$ cat src/rtl/mem_arb_pkg.sv
// Shared encodings for the I/D memory arbiter: FSM states and grant identities.
package mem_arb_pkg;

  typedef enum logic [1:0] {
    IDLE  = 2'd0,
    SERVE = 2'd1,
    RESP  = 2'd2
  } arb_state_e;

  localparam logic GNT_I = 1'b0;
  localparam logic GNT_D = 1'b1;

endpackage

$ cat src/rtl/arb_rr_pick.sv
// Combinational two-way round-robin choice: on a tie the side not served last wins.
module arb_rr_pick
  import mem_arb_pkg::*;
(
  input  logic req_i,
  input  logic req_d,
  input  logic last_grant,
  output logic valid,
  output logic grant
);

  always_comb begin
    valid = req_i | req_d;
    grant = GNT_I;
    if (req_i && req_d) begin
      grant = ~last_grant;
    end else if (req_d) begin
      grant = GNT_D;
    end
  end

endmodule

$ cat src/rtl/mem_arbiter.sv
// Arbiter sharing one block memory between the I-cache (read-only) and D-cache (read/write),
// serialising transfers with a READ/WRITE/BUSYWAIT handshake and a sticky timeout flag.
module mem_arbiter
  import mem_arb_pkg::*;
#(
  parameter int ADDR_W  = 6,
  parameter int DATA_W  = 128,
  parameter int TIMEOUT = 255
) (
  input  logic              CLK,
  input  logic              RESET,
  input  logic              I_READ,
  input  logic [ADDR_W-1:0] I_ADDRESS,
  output logic [DATA_W-1:0] I_READDATA,
  output logic              I_BUSYWAIT,
  input  logic              D_READ,
  input  logic              D_WRITE,
  input  logic [ADDR_W-1:0] D_ADDRESS,
  input  logic [DATA_W-1:0] D_WRITEDATA,
  output logic [DATA_W-1:0] D_READDATA,
  output logic              D_BUSYWAIT,
  output logic              MEM_READ,
  output logic              MEM_WRITE,
  output logic [ADDR_W-1:0] MEM_ADDRESS,
  output logic [DATA_W-1:0] MEM_WRITEDATA,
  input  logic [DATA_W-1:0] MEM_READDATA,
  input  logic              MEM_BUSYWAIT,
  output logic              ARB_ERROR
);

  localparam int CNT_W = $clog2(TIMEOUT + 1);
  localparam logic [CNT_W-1:0] CNT_MAX = CNT_W'(TIMEOUT);

  function automatic logic [CNT_W-1:0] sat_inc(input logic [CNT_W-1:0] c);
    return (c == CNT_MAX) ? CNT_MAX : c + 1'b1;
  endfunction

  arb_state_e        state_q, state_d;
  logic              grant_q, grant_d;
  logic              last_grant_q, last_grant_d;
  logic              first_q, first_d;
  logic [CNT_W-1:0]  cnt_q, cnt_d;
  logic              err_q, err_d;
  logic              mem_read_q, mem_read_d;
  logic              mem_write_q, mem_write_d;
  logic [ADDR_W-1:0] mem_addr_q, mem_addr_d;
  logic [DATA_W-1:0] mem_wdata_q, mem_wdata_d;
  logic [DATA_W-1:0] i_rdata_q, i_rdata_d;
  logic [DATA_W-1:0] d_rdata_q, d_rdata_d;

  logic pick_valid;
  logic pick_grant;
  logic d_req;
  logic d_is_write;
  logic [CNT_W-1:0] cnt_inc;

  assign d_req = D_READ | D_WRITE;

  arb_rr_pick u_pick (
    .req_i      (I_READ),
    .req_d      (d_req),
    .last_grant (last_grant_q),
    .valid      (pick_valid),
    .grant      (pick_grant)
  );

  // A write wins over a read when the D-side raises both.
  assign d_is_write = D_WRITE;
  assign cnt_inc    = sat_inc(cnt_q);

  always_comb begin
    state_d      = state_q;
    grant_d      = grant_q;
    last_grant_d = last_grant_q;
    first_d      = first_q;
    cnt_d        = cnt_q;
    err_d        = err_q;
    mem_read_d   = mem_read_q;
    mem_write_d  = mem_write_q;
    mem_addr_d   = mem_addr_q;
    mem_wdata_d  = mem_wdata_q;
    i_rdata_d    = i_rdata_q;
    d_rdata_d    = d_rdata_q;

    case (state_q)
      IDLE: begin
        if (pick_valid) begin
          grant_d = pick_grant;
          first_d = 1'b1;
          cnt_d   = '0;
          state_d = SERVE;
          if (pick_grant == GNT_D) begin
            mem_read_d  = ~d_is_write;
            mem_write_d = d_is_write;
            mem_addr_d  = D_ADDRESS;
            mem_wdata_d = D_WRITEDATA;
          end else begin
            mem_read_d  = 1'b1;
            mem_write_d = 1'b0;
            mem_addr_d  = I_ADDRESS;
          end
        end
      end

      SERVE: begin
        // Memory asserts busywait combinationally, so the first cycle tells us nothing.
        if (first_q) begin
          first_d = 1'b0;
        end else if (!MEM_BUSYWAIT) begin
          if (mem_read_q) begin
            if (grant_q == GNT_D) d_rdata_d = MEM_READDATA;
            else                  i_rdata_d = MEM_READDATA;
          end
          mem_read_d   = 1'b0;
          mem_write_d  = 1'b0;
          last_grant_d = grant_q;
          state_d      = RESP;
        end else begin
          cnt_d = cnt_inc;
          if (cnt_inc == CNT_MAX) err_d = 1'b1;
        end
      end

      RESP: begin
        state_d = IDLE;
      end

      default: begin
        state_d = IDLE;
      end
    endcase
  end

  always_ff @(posedge CLK) begin
    if (!RESET) begin
      state_q      <= IDLE;
      grant_q      <= GNT_I;
      last_grant_q <= GNT_I;
      first_q      <= 1'b0;
      cnt_q        <= '0;
      err_q        <= 1'b0;
      mem_read_q   <= 1'b0;
      mem_write_q  <= 1'b0;
      mem_addr_q   <= '0;
      mem_wdata_q  <= '0;
      i_rdata_q    <= '0;
      d_rdata_q    <= '0;
    end else begin
      state_q      <= state_d;
      grant_q      <= grant_d;
      last_grant_q <= last_grant_d;
      first_q      <= first_d;
      cnt_q        <= cnt_d;
      err_q        <= err_d;
      mem_read_q   <= mem_read_d;
      mem_write_q  <= mem_write_d;
      mem_addr_q   <= mem_addr_d;
      mem_wdata_q  <= mem_wdata_d;
      i_rdata_q    <= i_rdata_d;
      d_rdata_q    <= d_rdata_d;
    end
  end

  assign I_BUSYWAIT    = I_READ & ~(state_q == RESP && grant_q == GNT_I);
  assign D_BUSYWAIT    = d_req  & ~(state_q == RESP && grant_q == GNT_D);
  assign MEM_READ      = mem_read_q;
  assign MEM_WRITE     = mem_write_q;
  assign MEM_ADDRESS   = mem_addr_q;
  assign MEM_WRITEDATA = mem_wdata_q;
  assign I_READDATA    = i_rdata_q;
  assign D_READDATA    = d_rdata_q;
  assign ARB_ERROR     = err_q;

endmodule

$ cat config.mk
export PLATFORM = sky130hd
export DESIGN_NAME = mem_arbiter
export DESIGN_NICKNAME = d
export VERILOG_FILES = /design/src/rtl/mem_arb_pkg.sv /design/src/rtl/arb_rr_pick.sv /design/src/rtl/mem_arbiter.sv
export SDC_FILE = /design/constraint.sdc
export NUM_CORES = 1
export LEC_CHECK = 0
export ABC_AREA = 1
export CAP_MARGIN = 20
export CORE_AREA = 2 2 261 263
export CTS_BUF_LIST = sky130_fd_sc_hd__clkbuf_8
export DETAILED_ROUTE_END_ITERATION = 8
export DIE_AREA = 0 0 263 265
export PLACE_DENSITY_LB_ADDON = 0.05
export SETUP_SLACK_MARGIN = 0.02
export SKIP_LAST_GASP = 1
export SYNTH_ARGS = -nofsm -noshare
export SYNTH_HDL_FRONTEND = slang
export SYNTH_SLANG_ARGS = --single-unit
$ cat constraint.sdc
create_clock -name CLK -period 2.2 [get_ports CLK]
set_input_delay 0.55 -clock CLK [delete_from_list [all_inputs] [get_ports CLK]]
set_output_delay 0.55 -clock CLK [all_outputs]
set_load 0.03 [all_outputs]
==> results of run 1 <==
==> worst min-delay path by stage <==
stage | startpoint | endpoint | slack (ns) | cells after the start
4_1_cts | RESET | D_READDATA[39] | 0.23 | 3
6_report | RESET | MEM_ADDRESS[4] | 0.30 | 3
2_1_floorplan | last_grant_q | last_grant_q | 0.44 | 2
5_1_grt | RESET | MEM_ADDRESS[4] | 0.26 | 3
3_5_place_dp | D_READDATA[95] | D_READDATA[95] | 0.44 | 2
3_3_place_gp | D_READDATA[113] | D_READDATA[113] | 0.43 | 2
==> flip-flops by register name, indices dropped and copies added, names as in the netlist <==
signal	cells
ARB_ERROR	1
D_READDATA	128
I_READDATA	128
MEM_ADDRESS	6
MEM_READ	1
MEM_WRITE	1
MEM_WRITEDATA	128
cnt_q	8
first_q	1
grant_q	1
last_grant_q	1
state_q	2
==> kinds of logic after synthesis <==
kind of cell | share of synthesized area
adders and majority gates | 0.0008513
and+or+nand+nor | 0.09868
xor gates and xnor gates | 0.001192
DFF | 0.5531
AOI/OAI and AO/OA | 0.2336
buffers and inverters | 0.1126
==> power groups by stage <==
stage | sequential, mW | combinational (mW) | clock (mW)
floorplan | 8.59 | 0.867 | 0
global placement | 7.99 | 3.10 | 0
detailed placement | 7.99 | 3.11 | 0
CTS | 7.83 | 2.91 | 8.19
global route | 7.87 | 3.11 | 8.50
finish | 7.83 | 2.87 | 7.82
==> synthesized netlist by cell type (2+ instances only) <==
| cell type | n |
|---|---|
| sky130_fd_sc_hd__buf_2 | 62 |
| sky130_fd_sc_hd__inv_1 | 266 |
| sky130_fd_sc_hd__nor2_1 | 9 |
| sky130_fd_sc_hd__buf_1 | 4 |
| sky130_fd_sc_hd__o21ai_1 | 265 |
| sky130_fd_sc_hd__nand3_1 | 139 |
| sky130_fd_sc_hd__dfxtp_1 | 406 |
| sky130_fd_sc_hd__inv_2 | 9 |
| sky130_fd_sc_hd__clkbuf_1 | 77 |
| sky130_fd_sc_hd__a21oi_1 | 412 |
| sky130_fd_sc_hd__nand2_1 | 179 |
| sky130_fd_sc_hd__o21ai_0 | 3 |
| sky130_fd_sc_hd__nor2_2 | 2 |
| sky130_fd_sc_hd__o31ai_1 | 2 |
| sky130_fd_sc_hd__nand4_1 | 4 |
==> final cells by class <==
type                    count  share of cell area
diodes                      4           0.0004208
well taps                 873             0.04592
inverters                 275             0.04350
multi-input cells        1021              0.2080
repair buffers            726              0.2909
flip-flops and latches    406              0.3418
clock buffers             108             0.06248
clock inverters            37            0.006943
==> layer usage <==
metal | vias to the layer above | global-route usage | wire length (µm)
met5 | - | 0 | 218
met4 | 34 | 0.07506 | 2166
met3 | 141 | 0.08528 | 6513
met2 | 475 | 0.2979 | 30220
met1 | 6611 | 0.1884 | 24030
li1 | 7436 | - | -
==> cell usage in the layout (no fill, tap or decap) <==
master	Yosys	layout
sky130_fd_sc_hd__a21oi_1	412	412
sky130_fd_sc_hd__dfxtp_1	406	403
sky130_fd_sc_hd__dlygate4sd2_1	0	392
sky130_fd_sc_hd__inv_1	266	290
sky130_fd_sc_hd__clkdlybuf4s50_1	0	272
sky130_fd_sc_hd__o21ai_1	265	264
sky130_fd_sc_hd__nand2_1	179	178
sky130_fd_sc_hd__nand3_1	139	139
sky130_fd_sc_hd__clkbuf_8	0	108
sky130_fd_sc_hd__buf_4	1	34
sky130_fd_sc_hd__buf_12	0	23
sky130_fd_sc_hd__nor2_1	9	9
sky130_fd_sc_hd__clkinv_2	0	9
sky130_fd_sc_hd__inv_2	9	8
sky130_fd_sc_hd__diode_2	0	4
sky130_fd_sc_hd__nand4_1	4	4
sky130_fd_sc_hd__clkinvlp_4	0	4
sky130_fd_sc_hd__o21ai_0	3	3
sky130_fd_sc_hd__dfxtp_2	0	3
sky130_fd_sc_hd__buf_6	0	3
sky130_fd_sc_hd__nor2_4	1	2
sky130_fd_sc_hd__o31ai_2	0	1
sky130_fd_sc_hd__o31ai_4	0	1
sky130_fd_sc_hd__nand2_4	0	1
sky130_fd_sc_hd__inv_4	0	1
sky130_fd_sc_hd__nor2_2	2	1
sky130_fd_sc_hd__o211ai_1	1	1
sky130_fd_sc_hd__xor2_1	1	1
sky130_fd_sc_hd__xnor2_1	1	1
sky130_fd_sc_hd__o21ai_2	0	1
sky130_fd_sc_hd__a21o_1	1	1
sky130_fd_sc_hd__ha_1	1	1
sky130_fd_sc_hd__clkbuf_2	0	1
sky130_fd_sc_hd__clkdlybuf4s15_1	0	1
==> per-stage QoR <==
step | cells | power, mW | area, µm² | setup TNS, ns | worst slack (ns)
2_1_floorplan | 1846 | 9.456 | 14700 | 0 | 0.5544
3_3_place_gp | 3301 | 11.09 | 22590 | -0.5249 | -0.3347
3_5_place_dp | 3301 | 11.10 | 22590 | -1.486 | -0.3061
4_1_cts | 3446 | 18.93 | 23770 | -0.1638 | -0.1638
5_1_grt | 3449 | 19.48 | 23790 | 0 | 0.01573
6_report | 3450 | 18.52 | 23790 | 0 | 0.1071
==> repair_timing <==
action,CTS,global route
gates cloned,0,0
pin swaps,1,0
endpoints found under the setup margin,395,3
resized for setup,399,6
==> critical path, stage by stage <==
cell and delay, ns:
sky130_fd_sc_hd__clkdlybuf4s50_1 0.43, sky130_fd_sc_hd__nor2_1 0.18, sky130_fd_sc_hd__inv_2 0.06, sky130_fd_sc_hd__o31ai_2 0.06
sky130_fd_sc_hd__inv_1 0.07, sky130_fd_sc_hd__clkbuf_2 0.18
==> impl.org, run 1 <==
** Clock network
- At the later pin of the worst-skew pair, clock insertion delay measures around 0.63 ns.
- Post-CTS Hold Fix Bufs :: 0
- CTS Buf Count :: between 70 and 80
- Post-CTS timing repair inserted 0 buffers for setup.
- Clock sinks :: 406
- The tree is rooted in a sky130_fd_sc_hd__clkbuf_8.
- CTS H-tree lvls :: 3
- Clock-pin transition on the worst setup and hold timing paths :: approximately 0.05 ns
- Clock tree from TritonCTS :: built
- Counting along the longest clock path gives a buffer depth of 3.

** Timing
- The final count of hold timing violations came to 0.
- Max frequency :: approximately 480 MHz
- Dividing the final minimum period by the clock period gives 0.9513.
- Fin Clk Skew :: between 0.02 and 0.025 ns
- For the pin with the worst max-slew slack, the measured transition is roughly 0.57 ns.
- The final-report max-slew violation count was 0.
- The smallest clock period supported by the final layout is computed as about 2.1 ns.
- Setup repair after global routing could not meet its margin everywhere.
- Number of setup violations in the final report :: 0
- Headroom to the max-slew limit came out at 0.6184.
- Worst Hold Margin :: around 0.30 ns

** Critical path
- In this run the worst setup path begins at D_WRITE.
- Path depth of the worst reg2reg path :: 8
- Crit. End Element :: primary output
- Critical R2R Capture :: I_READDATA[40]
- The worst setup path is launched from an input pin.
- Crit-path max FO :: 2
- Crit path required time :: approximately 1.7 ns
- The critical path ends at D_BUSYWAIT.
- In this run the critical register-to-register path is launched from state_q[0].
- The critical path in this run is classified as input pin to primary output.
- Worst-case register-to-register setup slack :: approximately 0.48 ns
- Data arrival time of the critical path :: about 1.5 ns

** Run
- Max-cap violations in this run came to 0.

** Power and ir drop
- Power dissipated by switching net loads :: roughly 5.3 mW
- Cell internal power was estimated by the tool at between 10 and 15 mW.
- Static leakage :: 10.38 nW
- The share of total power dissipated in sequential elements is 0.423.
- The worst-case IR drop observed on VDD is roughly 370 µV.
- Of the total power, the share spent switching nets is 0.2887.
- Combinational group share of total power :: 0.155
- The share of total power dissipated in the clock network is 0.422.
- In this run the power density over the cells is a little under 800 nW/µm².

** Global routing
- Antenna violations before repair :: 21
- Across every metal layer, demand over resource in global routing totals 0.1767.
- Vias in the first global route :: ~15000
- Gr ovfl total :: 0
- Global-route wire length before repair :: around 94000 µm
- Entering global routing, the biggest net connects between 100 and 150 pins.

** Yosys
- Library cell occupying the most area in the post-synthesis netlist :: sky130_fd_sc_hd__dfxtp_1
- Mean post-synth cell area :: 7.961 µm²
- Synth cell types :: 22
- The share of synthesized area in the top cell type comes to 0.5531.
- Synthesis handed over a netlist of ~1800 instances.
- Sequential-to-total area share from yosys stat :: 0.5531
- The Yosys step of the flow raised 0 warnings.
- Synthesized area :: roughly 15000 µm²
- After synthesis, the share of flip-flops with an asynchronous set or reset is 0.
- Counting every net in the synthesized netlist gives between 2000 and 2500.
- In this run, synthesis inferred 0 flip-flops with an integrated enable.
- Among all flip-flop cells after synthesis, the most frequent one is sky130_fd_sc_hd__dfxtp_1.
- Top cells by area in the synthesized netlist :: sky130_fd_sc_hd__dfxtp_1, sky130_fd_sc_hd__a21oi_1, sky130_fd_sc_hd__o21ai_1
- In this run, synthesis produced a sequential element count of between 400 and 500.

** Drt
- Via density per instance :: approximately 4.3
- Total number of vias :: about 15000
- Remaining number of nets flagged by the antenna check after routing :: 0
- For this run, design rule violations remaining after detail routing come to 0.
- After detailed routing, the average wire length per cell comes to approximately 18 µm.
- Summed over all layers, the routed wires come to 63140 µm.
- Before antenna repair, the detailed router went through 5 iterations.
- For this block, the initial DRC count from the detailed router was 675.

** Floorplan
- Num ports :: roughly 670
- In this run the vertical extent of the chip is 265 µm.
- Initial standard-cell utilization of the core :: 0.2200
- Die outline area :: about 70000 µm²
- The core region is around 67000 µm².
- The die is 263 µm wide.
- The floorplan has 95 rows.

** Final layout
- Number of nets in the finished design :: 2784
- Sequential cell area :: roughly 8100 µm²
- Fill cells in the final layout number 7124.
- Area growth from synthesis to layout :: 61.88%
- Fraction of the core area covered by cells at the end of the flow :: 0.3561
- Area used by multi-input combinational logic :: just under 5000 µm²
- Layout cell share with drive strength beyond 1 :: 0.07812

** Outcome
- The flow ran to the end, and the final reports show no timing, DRC or antenna violations.

** Placed design
- Routability Congestion :: between 0.7 and 0.8
- The HPWL after detailed placement is 46220 µm.
- Total of buffers placed on input and output ports :: 668

** Hold path
- In this run the worst hold path is classified as input pin to flop.
(Power assumes the default switching activity.)
==> run 2: changes to the inputs <==
HOLD_SLACK_MARGIN = 0.05   (was not set)
SETUP_SLACK_MARGIN = not set   (was 0.02)
==> run 2 against run 1 <==
Net effect:
- cell count stayed put
- global-route usage is the same
- combinational power is essentially flat
- sequential power hardly changed
- clock power barely moved
- register-to-register slack is essentially flat
- non-clock buffer count is the same
- hold slack unchanged
- sequential share of layout area is essentially flat
- die area is the same
- sequential cell count is the same
- largest power group unchanged
==> impl.org, run 2 (same netlist as run 1, synthesis figures left out) <==
** Drt
- The DRC violation count after routing is 0 (unchanged).
- The average detailed-routed wire length per instance was 18.30 µm (about the same).
- Final WL :: 63140 µm (about the same)
- TritonRoute pass-1 iters :: 5 (unchanged)
- Via density per instance :: 4.260 (unchanged)
- First-iteration detailed-routing DRC count :: 675 (unchanged)
- The detailed-route via count was 14700 (unchanged).
- The remaining number of nets flagged by the antenna check after routing is 0 (unchanged).

** Floorplan
- Die outline area :: 69700 µm² (unchanged)
- Area inside the core boundary :: 66800 µm² (unchanged)
- The number of core rows came to 95 (unchanged).
- The floorplan die width is 263 µm (unchanged).
- The floorplan die height was 265 µm (unchanged).
- Initial standard-cell utilization of the core :: 0.2200 (unchanged)
- The number of I/O pins came to 669 (unchanged).

** Timing
- The setup clock skew after layout is 0.02002 ns (unchanged).
- Number of setup violations in the final report :: 0 (unchanged)
- The worst slew margin relative to its limit is 0.6184 (unchanged).
- Max frequency :: 473.6 MHz (was 477.8 MHz)
- Number of hold-slack violations in the final timing report :: 0 (unchanged)
- Post-route setup TNS :: 0 ns (unchanged)
- Worst Hold Margin :: 0.2981 ns (unchanged)
- Unrepaired setup endpoints after global routing: yes (unchanged).
- Crit share post-route :: 0.9598 (was 0.9513)
- Worst setup margin :: 0.08849 ns (was 0.1071 ns)
- Min Tclk post-route :: 2.112 ns (was 2.093 ns)
- The final-report max-slew violation count was 0 (unchanged).
- The measured slew at the worst slew-check pin came to 0.5724 ns (unchanged).

** Critical path
- Startpoint types :: flop (was input pin)
- Crit. End Element :: primary output (unchanged)
- Data arrival time of the critical path :: 1.56 ns (was 1.54 ns)
- Category of the most critical setup path :: flop to primary output (was input pin to primary output)
- Crit path required time :: 1.65 ns (about the same)
- Crit-path max FO :: 4 (was 2)

** Clock network
- The source-to-sink clock delay at the later pin of the worst-skew pair was 0.63 ns (about the same).
- CTS Buf Count :: 79 (unchanged)
- CTS H-tree lvls :: 3 (unchanged)
- The clock transition time at the flip-flop clock pins of the worst setup and hold paths came to 0.05 ns (about the same).
- The cell at the root of the clock tree is sky130_fd_sc_hd__clkbuf_8 (unchanged).
- The maximum root-to-sink buffer count was 3 (unchanged).
- Post-CTS Hold Fix Bufs :: 0 (unchanged)
- The number of sinks handled by clock tree synthesis is 406 (unchanged).
- The TritonCTS clock tree is built (unchanged).
- Post-CTS Setup Inserts :: 0 (unchanged)

** Placed design
- The placement-stage worst setup slack was -0.3061 ns (unchanged).
- Half-perimeter wire length of the detailed placement result :: 46220 µm (unchanged)
- The last weighted congestion value of the routability-driven placer was 0.7999 (unchanged).
- Total of buffers placed on input and output ports :: 668 (unchanged)
- Placed cell count :: 3301 (unchanged)
- The total placed instance area came to 22590 µm² (unchanged).

** Power and ir drop
- Static leakage :: 10.38 nW (about the same)
- Maximum VDD drop :: 367.4 µV (unchanged)
- The power density relative to cell area was 778.4 nW/µm² (was 778.3 nW/µm²).
- The overall power of the completed layout came to 18.51 mW (was 18.52 mW).

** Global routing
- The total routing resource utilization after global routing was 0.1767 (unchanged).
- The largest net degree at the start of global routing came to 135 (unchanged).
- The global-route wire length before repair was 93790 µm (unchanged).
- The number of antenna violations at the first check in global routing came to 21 (unchanged).
- The remaining global-route overflow was 0 (unchanged).
- Vias in the first global route :: 14640 (unchanged)

** Final layout
- Most common library cell in the layout ignoring fill and taps :: sky130_fd_sc_hd__a21oi_1 (unchanged)
- Layout cell share with drive strength beyond 1 :: 0.07773 (was 0.07812)
- The non-filler instance count after layout came to 3450 (unchanged).
- Post-route cell area :: 23780 µm² (was 23790 µm²)
- Highest-count cells in the layout ignoring fill and taps: sky130_fd_sc_hd__a21oi_1, sky130_fd_sc_hd__dfxtp_1, sky130_fd_sc_hd__dlygate4sd2_1 (unchanged).
- Area growth from synthesis to layout :: 61.84% (was 61.88%)
- Number of nets in the finished design :: 2784 (unchanged)
- The core occupancy in the finished layout came to 0.3560 (was 0.3561).

** Run
- Number of maximum-capacitance violations :: 0 (unchanged)

** Outcome
- Run status: finished clean (unchanged).

** Hold path
- The class of the tightest hold or removal check is input pin to flop (unchanged).
[run 2: changes by cell type in the layout (fill, tap and decap cells not counted)]
| cell | change |
|---|---|
| sky130_fd_sc_hd__buf_4 | +1 |
| sky130_fd_sc_hd__buf_6 | -1 |
| sky130_fd_sc_hd__clkdlybuf4s15_1 | -1 |
| sky130_fd_sc_hd__dfxtp_1 | +1 |
| sky130_fd_sc_hd__dfxtp_2 | -1 |
| sky130_fd_sc_hd__dlygate4sd2_1 | +1 |
[run 2: worst max-delay path: stages, from the launching register on]
cell	delay (ns)
sky130_fd_sc_hd__dfxtp_1	0.31
sky130_fd_sc_hd__buf_4	0.15
sky130_fd_sc_hd__o31ai_4	0.25
sky130_fd_sc_hd__inv_1	0.08
sky130_fd_sc_hd__buf_6	0.14
[run 2: metal layers]
layer / track usage / routed length (µm)
met1: 0.1884 / 24020
met2: 0.2979 / 30220
met3: 0.08528 / 6513
met4: 0.07506 / 2166
met5: 0 / 218
[run 2: area by class of cell]
cell class,instances,area (µm²)
clock inverters,37,165.2
fillers,7125,43020
well taps,873,1092
clock buffers,108,1486
inverters,275,1035
flip-flops and latches,406,8130
repair buffers,726,6915
multi-input cells,1021,4949
diodes,4,10.01
[run 2: where the power goes]
group          total, mW  leakage, nW  internal, mW  switching, mW
clock network       7.82        0.940          4.36           3.46
logic               2.86         6.14          1.13           1.73
registers           7.83         3.30          7.67          0.153
total               18.5         10.4          13.2           5.35
[run 2: repair_timing]
| item | CTS | global route |
|---|---|---|
| pin swaps | 1 | 0 |
| endpoints found under the setup margin | 395 | 2 |
| endpoints found under the hold margin | 0 | 0 |
| gates resized for setup | 399 | 3 |
[run 2: path summary, 6_finish.rpt]
check	from	end	slack (ns)	depth (start not counted)
worst min register to register	I_READDATA[4]	I_READDATA[4]	0.44	2
worst max-delay path	grant_q	I_BUSYWAIT	0.09	4
worst max register to register	state_q[0]	I_READDATA[40]	0.48	8
worst min-delay path	RESET	MEM_ADDRESS[4]	0.30	3
==> run 3: changes to the inputs <==
CORE_AREA = 2 2 257 259   (was 2 2 261 263)
DIE_AREA = 0 0 259 261   (was 0 0 263 265)
clock period = 1.9 ns   (was 2.2 ns; I/O delays follow)
==> run 3 against run 2 <==
Net effect:
- the flow now finishes with violations (negative setup slack)
- routed wire length fell by 0.96%
- die area shrank 3.0%
- cell count decreased by 0.38%
- non-clock buffer count grew 6
- sequential cell count is the same
- critical path depth unchanged
- highest routed layer unchanged
==> impl.org, run 3 (same netlist as run 1, synthesis figures left out) <==
** Outcome
- Run status: finished with violations (was finished clean).
- Violations in the final reports :: negative setup slack

** Placed design
- Total of buffers placed on input and output ports :: 668 (unchanged)
- Half-perimeter wire length of the detailed placement result :: 46080 µm (was 46220 µm)
- The last weighted congestion value of the routability-driven placer was 0.8014 (was 0.7999).
- The placement-stage worst setup slack came to -0.4703 ns (was -0.3061 ns).

** Critical path
- The largest fanout on the critical path was 4 (unchanged).
- Crit. End Element :: primary output (unchanged)
- The kind of start point of the critical path is a flop (unchanged).
- Worst-case register-to-register setup slack :: 0.11 ns (was 0.48 ns)
- The startpoint-to-endpoint class of the critical path is flop to primary output (unchanged).
- The data arrival time at the worst-slack endpoint came to 1.50 ns (was 1.56 ns).
- Critical path origin :: state_q[0] (was grant_q)
- Crit path required time :: 1.42 ns (was 1.65 ns)
- The worst reg2reg path startpoint was state_q[0] (unchanged).

** Timing
- The setup clock skew after layout was 0.02760 ns (was 0.02002 ns).
- Number of setup violations in the final report :: 2 (was 0)
- The final count of hold timing violations came to 0 (unchanged).
- Transition time at the pin with the least slew margin :: 0.4464 ns (was 0.5724 ns)
- Min Tclk post-route :: roughly 2.0 ns
- Max frequency :: between 500 and 600 MHz
- The final worst-path setup slack is -0.07863 ns (was 0.08849 ns).
- Unrepaired setup endpoints after global routing :: yes (unchanged)
- The final worst hold slack is 0.1860 ns (was 0.2981 ns).
- Crit share post-route :: 1.041
- Worst max-slew margin expressed relative to the limit :: 0.7024 (was 0.6184)
- Post-route setup TNS :: -0.1142 ns (was 0 ns)
- The final-report max-slew violation count came to 0 (unchanged).

** Power and ir drop
- The power density relative to cell area is 855.2 nW/µm² (was 778.4 nW/µm²).
- The maximum resistive drop on vdd was 434.0 µV (was 367.4 µV).
- Static leakage :: 8.889 nW (was 10.38 nW)

** Clock network
- Post-CTS Hold Fix Bufs :: 0 (unchanged)
- The maximum root-to-sink buffer count was 3 (unchanged).
- CTS H-tree lvls :: 3 (unchanged)
- Clock root cell :: sky130_fd_sc_hd__clkbuf_8 (unchanged)
- Worst-skew pair later-pin latency :: 0.64 ns (was 0.63 ns)
- Clock sinks :: 406 (unchanged)
- The clock transition time at the flip-flop clock pins of the worst setup and hold paths was 0.06 ns (was 0.05 ns).
- CTS Buf Count :: 79 (unchanged)
- Clock tree from TritonCTS :: built (unchanged)

** Global routing
- Vias in the first global route :: 14290 (was 14640)
- The remaining global-route overflow is 0 (unchanged).
- Global-route wire length before repair :: 90130 µm (was 93790 µm)
- The largest net degree at the start of global routing is 111 (was 135).
- The number of antenna violations at the first check in global routing is 19 (was 21).
- The total routing resource utilization after global routing came to 0.1762 (was 0.1767).

** Drt
- Wire per inst :: 18.19 µm (was 18.30 µm)
- TritonRoute pass-1 iters :: 7 (was 5)
- The detailed-route wire length is 62530 µm (was 63140 µm).
- The number of DRC markers in iteration 0 is 622 (was 675).
- Remaining number of nets flagged by the antenna check after routing :: 0 (unchanged)
- The average vias per placed instance is 4.263 (was 4.260).
- The DRC violation count after routing is 0 (unchanged).
- Total number of vias :: 14650 (was 14700)

** Floorplan
- The floorplan die width came to 259 µm (was 263 µm).
- The floorplan die height was 261 µm (was 265 µm).
- Area inside the core boundary :: 65040 µm² (was 66800 µm²)
- The number of I/O pins was 669 (unchanged).
- Number of rows created at floorplan :: 94 (was 95)
- The effective utilization at floorplan is 0.2259 (was 0.2200).
- The overall die area was 67600 µm² (was 69700 µm²).

** Run
- Number of maximum-capacitance violations :: 0 (unchanged)

** Final layout
- Most common library cell in the layout ignoring fill and taps :: sky130_fd_sc_hd__a21oi_1 (unchanged)
- Highest-count cells in the layout ignoring fill and taps: sky130_fd_sc_hd__a21oi_1, sky130_fd_sc_hd__dfxtp_1, sky130_fd_sc_hd__inv_1 (was sky130_fd_sc_hd__a21oi_1, sky130_fd_sc_hd__dfxtp_1, sky130_fd_sc_hd__dlygate4sd2_1).
- Layout cell share with drive strength beyond 1 :: 0.1848 (was 0.07773)
- Area growth from synthesis to layout :: 66.21% (was 61.84%)
- Number of nets in the finished design :: 2790 (was 2784)
- Fraction of the core area covered by cells at the end of the flow :: 0.3755 (was 0.3560)

** Hold path
- Worst min-delay path startpoint :: RESET (unchanged)
- The class of the tightest hold or removal check was input pin to flop (unchanged).
==> run 3: timing repair <==
action / 4_1_cts / 5_1_grt
pin swaps: 1 / 1
setup endpoints to repair: 390 / 24
resized for setup: 1043 / 29
buffers inserted: 1 / 0
gates cloned: 0 / 0
==> run 3: worst paths after layout <==
check              endpoint  cells past startpoint
max              I_BUSYWAIT                      4
min          MEM_ADDRESS[3]                      3
min reg2reg  I_READDATA[99]                      2
max reg2reg  D_READDATA[10]                      8
==> run 3: metal layers <==
layer / vias to the layer above / global-route usage / routed length (µm)
met1: 6597 / 0.1893 / 23720
met5: - / 0 / 146
met2: 488 / 0.2978 / 30190
li1: 7426 / - / -
met3: 118 / 0.07995 / 6329
met4: 22 / 0.07852 / 2150
==> run 3: final cells by class <==
| class | instances | area, µm² |
|---|---|---|
| antenna | 8 | 20.02 |
| fill | 6704 | 40620 |
| timing repair buffer | 732 | 7730 |
| multi-input combinational | 1021 | 4957 |
| clock buffer | 95 | 1308 |
| sequential | 406 | 8132 |
| tap | 864 | 1081 |
| inverter | 275 | 1037 |
| clock inverter | 36 | 160.2 |
==> run 3: power by group <==
| part | switching (mW) | leakage (nW) | internal (mW) |
|---|---|---|---|
| Combinational | 2.01 | 4.73 | 1.48 |
| Clock | 3.82 | 0.854 | 4.49 |
| Sequential | 0.200 | 3.30 | 8.89 |
| Total | 6.04 | 8.89 | 14.9 |
==> run 3: per-stage QoR <==
step / total power [mW] / cells / cell area (µm²)
floorplan: 10.95 / 1846 / 14700
global placement: 12.89 / 3297 / 22670
detailed placement: 12.89 / 3297 / 22670
CTS: 21.37 / 3429 / 24470
global route: 21.96 / 3435 / 24420
finish: 20.89 / 3437 / 24420
==> run 3: critical path, cell delays in order (launching register included) <==
cell and delay (ns):
sky130_fd_sc_hd__dfxtp_2 0.34, sky130_fd_sc_hd__buf_4 0.16, sky130_fd_sc_hd__o31ai_4 0.16, sky130_fd_sc_hd__inv_1 0.07, sky130_fd_sc_hd__buf_6 0.14
